<file path="config.mk">
export PLATFORM = sky130hd
export DESIGN_NAME = fetch_unit
export DESIGN_NICKNAME = d
export VERILOG_FILES = /design/src/rtl/fetch_unit.sv
export SDC_FILE = /design/constraint.sdc
export NUM_CORES = 1
export LEC_CHECK = 0
export BUFFER_PORTS_ARGS = -buffer_cell sky130_fd_sc_hd__clkbuf_2
export CAP_MARGIN = 20
export CORE_ASPECT_RATIO = 1.5
export CORE_UTILIZATION = 50
export CTS_BUF_LIST = sky130_fd_sc_hd__clkbuf_4 sky130_fd_sc_hd__clkbuf_8
export DETAILED_ROUTE_END_ITERATION = 6
export PLACE_DENSITY_LB_ADDON = 0.15
export SLEW_MARGIN = 20
export SYNTH_ARGS = -nofsm -noshare
export SYNTH_HDL_FRONTEND = slang
export SYNTH_SLANG_ARGS = --single-unit
</file>
<file path="constraint.sdc">
create_clock -name clk -period 2.5 [get_ports clk]
set_input_delay 0.25 -clock clk [delete_from_list [all_inputs] [get_ports clk]]
set_output_delay 0.25 -clock clk [all_outputs]
set_load 0.03 [all_outputs]
</file>
<file path="src/rtl/fetch_unit.sv">
`default_nettype none
// ============================================================================
//  Module   : fetch_unit
//  Purpose  : Instruction fetch front end. It issues sequential fetches into
//             a synchronous-read instruction memory, keeps one fetch in
//             flight, and buffers returned {pc, inst} pairs in a small
//             prefetch FIFO that feeds decode through a valid/ready handshake.
//             A taken branch (branch_alu & branch_control) flushes everything
//             and restarts fetching at br_pc.
//  Revision : 1.0 - initial release
// ============================================================================
module fetch_unit #(
  parameter int              PC_W       = 11,
  parameter int              INST_W     = 32,
  parameter int              IMEM_DEPTH = 32,
  parameter int              BUF_DEPTH  = 4,
  parameter logic [PC_W-1:0] RESET_PC   = '0
) (
  input  logic              clk,
  input  logic              reset,
  input  logic              branch_alu,
  input  logic              branch_control,
  input  logic [PC_W-1:0]   br_pc,
  input  logic              imem_we,
  input  logic [PC_W-1:0]   imem_waddr,
  input  logic [INST_W-1:0] imem_wdata,
  input  logic              inst_ready,
  output logic              inst_valid,
  output logic [INST_W-1:0] inst,
  output logic [PC_W-1:0]   pc
);

  // Pointer width for the power-of-two prefetch FIFO; count needs one more
  // bit so that a completely full buffer is representable.
  localparam int PTR_W  = (BUF_DEPTH > 1) ? $clog2(BUF_DEPTH) : 1;
  localparam int CNT_W  = PTR_W + 1;
  localparam int MEM_AW = (IMEM_DEPTH > 1) ? $clog2(IMEM_DEPTH) : 1;

  // Addresses at or above MEM_LIMIT are outside the memory and read as NOP.
  localparam logic [PC_W:0]      MEM_LIMIT = (PC_W + 1)'(IMEM_DEPTH);
  localparam logic [CNT_W-1:0]   BUF_FULL  = CNT_W'(BUF_DEPTH);
  localparam logic [PTR_W-1:0]   PTR_ONE   = PTR_W'(1);
  localparam logic [CNT_W-1:0]   CNT_ONE   = CNT_W'(1);
  localparam logic [PC_W-1:0]    PC_ONE    = PC_W'(1);

  // --------------------------------------------------------------------------
  // State
  // --------------------------------------------------------------------------
  logic [PC_W-1:0]   fetch_pc_q, fetch_pc_d;
  logic              fl_valid_q, fl_valid_d;   // in-flight tag valid
  logic [PC_W-1:0]   fl_pc_q,    fl_pc_d;      // in-flight tag pc
  logic [PTR_W-1:0]  rd_ptr_q,   rd_ptr_d;
  logic [PTR_W-1:0]  wr_ptr_q,   wr_ptr_d;
  logic [CNT_W-1:0]  count_q,    count_d;
  logic [INST_W-1:0] rdata_q,    rdata_d;      // memory read register

  logic [INST_W-1:0] imem     [IMEM_DEPTH];
  logic [PC_W-1:0]   buf_pc   [BUF_DEPTH];
  logic [INST_W-1:0] buf_inst [BUF_DEPTH];

  // --------------------------------------------------------------------------
  // Control
  // --------------------------------------------------------------------------
  logic              redirect;
  logic              issue;
  logic              push;
  logic              pop;
  logic              fifo_empty;
  logic              rd_in_range;
  logic              wr_in_range;
  logic [CNT_W-1:0]  occupancy;

  // Handshake, redirect and issue decisions for the current cycle.
  always_comb begin
    redirect    = branch_alu & branch_control;
    fifo_empty  = (count_q == '0);
    pop         = ~fifo_empty & inst_ready;
    // The in-flight slot counts against the buffer so its data always has
    // room to land, which is what keeps the FIFO from ever overflowing.
    occupancy   = count_q + {{PTR_W{1'b0}}, fl_valid_q};
    issue       = ~redirect & (occupancy < BUF_FULL);
    // A redirect throws the returning instruction away instead of pushing it.
    push        = fl_valid_q & ~redirect;
    rd_in_range = ({1'b0, fetch_pc_q} < MEM_LIMIT);
    wr_in_range = ({1'b0, imem_waddr} < MEM_LIMIT);
  end

  // Next fetch address and in-flight tag.
  always_comb begin
    fetch_pc_d = fetch_pc_q;
    fl_valid_d = 1'b0;
    fl_pc_d    = fl_pc_q;
    if (redirect) begin
      fetch_pc_d = br_pc;
    end else if (issue) begin
      fetch_pc_d = fetch_pc_q + PC_ONE;
      fl_valid_d = 1'b1;
      fl_pc_d    = fetch_pc_q;
    end
  end

  // Next FIFO pointers and occupancy; a redirect empties the buffer outright.
  always_comb begin
    rd_ptr_d = rd_ptr_q;
    wr_ptr_d = wr_ptr_q;
    count_d  = count_q;
    if (redirect) begin
      rd_ptr_d = '0;
      wr_ptr_d = '0;
      count_d  = '0;
    end else begin
      if (pop) begin
        rd_ptr_d = rd_ptr_q + PTR_ONE;
      end
      if (push) begin
        wr_ptr_d = wr_ptr_q + PTR_ONE;
      end
      case ({push, pop})
        2'b10:   count_d = count_q + CNT_ONE;
        2'b01:   count_d = count_q - CNT_ONE;
        default: count_d = count_q;
      endcase
    end
  end

  // Memory read data; out-of-range addresses fetch an all-zero NOP.
  always_comb begin
    rdata_d = '0;
    if (rd_in_range) begin
      rdata_d = imem[fetch_pc_q[MEM_AW-1:0]];
    end
  end

  // Control registers, cleared asynchronously so a reset drops all work at once.
  always_ff @(posedge clk or posedge reset) begin
    if (reset) begin
      fetch_pc_q <= RESET_PC;
      fl_valid_q <= 1'b0;
      fl_pc_q    <= '0;
      rd_ptr_q   <= '0;
      wr_ptr_q   <= '0;
      count_q    <= '0;
    end else begin
      fetch_pc_q <= fetch_pc_d;
      fl_valid_q <= fl_valid_d;
      fl_pc_q    <= fl_pc_d;
      rd_ptr_q   <= rd_ptr_d;
      wr_ptr_q   <= wr_ptr_d;
      count_q    <= count_d;
    end
  end

  // Synchronous read port, captured only when a fetch issues so the data
  // stays put until the in-flight entry is pushed on the following edge.
  always_ff @(posedge clk) begin
    if (issue) begin
      rdata_q <= rdata_d;
    end
  end

  // Write port; contents survive reset, and a same-cycle read sees old data.
  always_ff @(posedge clk) begin
    if (imem_we && wr_in_range) begin
      imem[imem_waddr[MEM_AW-1:0]] <= imem_wdata;
    end
  end

  // FIFO storage write for the returning in-flight fetch.
  always_ff @(posedge clk) begin
    if (push) begin
      buf_pc[wr_ptr_q]   <= fl_pc_q;
      buf_inst[wr_ptr_q] <= rdata_q;
    end
  end

  // Head of the FIFO drives decode; zeros whenever the buffer is empty,
  // which also covers the reset state.
  always_comb begin
    inst_valid = ~fifo_empty;
    inst       = '0;
    pc         = '0;
    if (!fifo_empty) begin
      inst = buf_inst[rd_ptr_q];
      pc   = buf_pc[rd_ptr_q];
    end
  end

endmodule
`default_nettype wire
</file>
==> qor.csv <==
metric,value,unit
dpl_cell_area,0.0529,mm2
core-area,0.0957,mm2
tightest_slew,0.823,ns
avgSynthCellArea,22.6,um2
portBuffers,103,
drive_gt1_share,41.7,%
grt_max_degree,45,
initialDrtViolationCount,1910,
antenna_found_initial,3,
critical-path-max-stage-delay,0.55,ns
fmax,368,MHz
grt_overflow,0,
slowest_stage,mux4_2,
slew_headroom,45.1,%
vias_per_cell,5.83,
crit_path_frequent_cell,buf_12,
dp_slack,-0.140,ns
violations,"DRC, setup timing",
end_kind,primary output,
avgRoutedWirePerCell,29.3,um
ys_seq_elements,1258,
final_cells,3996,
dp_hpwl,71.4,mm
cts_num_sinks,1258,
cts_root_buffer,clkbuf_8,
fp.dieW,256,um
crit_start,rd_ptr_q[0]$_DFFE_PP0P_,
status,finished with violations,
setup_slack,-0.217,ns
synthCells,2136,
ir_worst_vdd,0.000593,V
num_rows,139,
via_count,23300,
p_leak,19.0,nW
place.gp.congestion,0.838,
ios,104,
reg2reg_from,fetch_pc_q[1]$_DFFE_PP0P_,
cts_tree,built,
area_delta_synth_final,20.2,%
hold_viol_final,0,
required,2.25,ns
post-route-period-util,109,%
critPathKind,register to primary output,
clock_latency,0.88,ns
grt_util_all_layers,24.5,%
hp-start,imem_wdata[21],
finalSetupViolations,45,
hp-class,primary input to register,
dp.cells,3610,
drc,2,
seq_area_frac_synth,78.1,%
dieArea,0.0977,mm2
htreeDepth,4,
num-fill-cells,6695,
cts_buffers,176,
final_area,0.0579,mm2
clk_path_buf_depth,3,
crit_arrival,2.47,ns
wl,117,mm
grt_pass1_vias,25300,
drv_cap,0,
rsz0062_at_grt,true,
start_util,50.4,%
tns,-6.99,ns
die_y,382,um
first_pass_iters,7,
start_kind,register,
p_per_area,1050,mW/mm2
nets,2662,
synthDistinctLibCells,38,
grt_pass1_wl,170,mm
ant_nets,0,
fin_crit,2.72,ns
final-max-slew-violation-count,0,
synth_fp_nets,2202,
skew,0.0340,ns
path_cells,"buf_12, buf_12, mux4_2, and2_4, buf_6",
syn_area,0.0482,mm2
yosys_warnings,0,
cts.clk_slew.worst_paths,0.07,ns
path_max_fanout,7,
[cell families after synthesis]
logic type,count (synthesis),share of synthesized area (%)
compound gates,101,1.50
xor+xnor,7,0.127
fa+ha+maj,6,0.171
buf+inv,122,1.11
flops,1258,78.1
mux,442,17.0
simple gates,200,2.06
[routing by layer]
layer  wire length (um)  vias up  global-route usage, %
met3               6280      191                   4.34
met1              43700    12500                   29.4
met2              63500      758                   43.8
li1                   -     9913                      -
met5                  0        -                      0
met4               3830        0                   9.41
[worst max-delay path: cells and delay by family (launching register included)]
| family | cells | cell delay [ns] |
|---|---|---|
| flip-flops | 1 | 0.45 |
| buffers and inverters | 3 | 0.41 |
| AND/OR/NAND/NOR | 1 | 0.17 |
| multiplexers | 1 | 0.55 |
[registers in the layout, summed over array words and instances, names as in the netlist]
| signal | count |
|---|---|
| wr_ptr_q | 2 |
| imem | 1024 |
| rd_ptr_q | 2 |
| fetch_pc_q | 11 |
| buf_inst | 128 |
| fl_pc_q | 11 |
| count_q | 3 |
| fl_valid_q | 1 |
| buf_pc | 44 |
| rdata_q | 32 |
[final cells by class]
cell class | instances | area (um2) | area share, %
clock inverter | 68 | 383 | 0.661
antenna | 1 | 2.50 | 0.00432
timing repair buffer | 395 | 4810 | 8.31
tap | 1269 | 1590 | 2.74
clock buffer | 240 | 2950 | 5.08
inverter | 9 | 33.8 | 0.0583
multi-input combinational | 756 | 10500 | 18.2
sequential | 1258 | 37600 | 65.0
[repair_timing]
item                                    4_1_cts  5_1_grt
endpoints found under the hold margin       144        0
buffers inserted                             25       16
pin swaps                                    42       14
hold buffers                                 31        0
gates cloned                                  7        3
endpoints found under the setup margin       57       64
resized for setup                           153       85
[report_power, final]
part | switching, mW | total, mW | internal [mW] | leakage (nW)
combinational | 9.33 | 20.1 | 10.8 | 5.76
clock | 7.45 | 15.3 | 7.82 | 1.75
sequential | 0.790 | 25.4 | 24.6 | 11.5
total | 17.6 | 60.8 | 43.2 | 19.0
[placed cells by master, fill, tap and decap left out, types with 20 or more instances in the layout]
cell and count:
buf_4 133, buf_8 37, mux2i_1 51, clkbuf_8 186, clkinv_1 40, nor2_1 20
buf_12 103, a22oi_1 22, nor2_4 32, mux2_2 91, dlygate4sd3_1 31, clkbuf_2 59
dfrtp_1 22, and2_4 43, o211ai_1 32, mux4_2 290, clkbuf_4 57, edfxtp_1 1228
nand2_1 48
[cell usage after synthesis (all sizes together)]
master  instances  area, um2
a21oi           3       15.0
dfrtp          30        751
and2           45        282
o21ai           8       40.0
or3             8       50.1
nand4           3       18.8
or2             3       18.8
nor2b           6       37.5
nor2           52        195
o211a           1       10.0
edfxtp       1228      36900
a211oi          1       7.51
mux4          290       6530
or4             6       45.0
nand3          13       65.1
inv             9       33.8
a31oi           9       56.3
and4            2       17.5
fa              1       20.0
nand2b          2       12.5
and3            4       25.0
nor4            2       12.5
clkbuf         58        218
o31ai           6       45.0
o311ai          1       8.76
xnor2           3       26.3
buf            55        285
nor3            5       25.0
o211ai         32        240
a22oi          40        300
mux2i          51        510
nand2          48        180
ha              5       62.6
xor2            4       35.0
mux2          101       1140
or4b            1       10.0
[through the flow]
| step | utilization, % | hold slack, ns | power, mW |
|---|---|---|---|
| after floorplan | - | 0.341 | 36.4 |
| after global placement | 55.3 | 0.416 | 42.6 |
| after detailed placement | 55.3 | 0.428 | 42.8 |
| after CTS | 60.2 | 0.00755 | 60.5 |
| after global routing | 60.6 | 0.0671 | 63.1 |
| final | 60.6 | 0.0770 | 60.8 |
[final timing paths]
check                      depth (start not counted)  slack, ns                   endpoint
setup reg to reg                                   8      -0.01   rdata_q[8]$_SDFFCE_PP0P_
min in group asynchronous                          4       0.61  fetch_pc_q[2]$_DFFE_PP0P_
hold reg to reg                                    0       0.49   buf_inst[3][0]$_DFFE_PP_
hold / removal                                     1       0.08     imem[10][21]$_DFFE_PP_
setup / recovery                                   5      -0.22                   inst[21]
max in group asynchronous                          5       1.25     fl_pc_q[3]$_DFFE_PP0P_
Note: power is estimated with default switching activity, not from simulation.
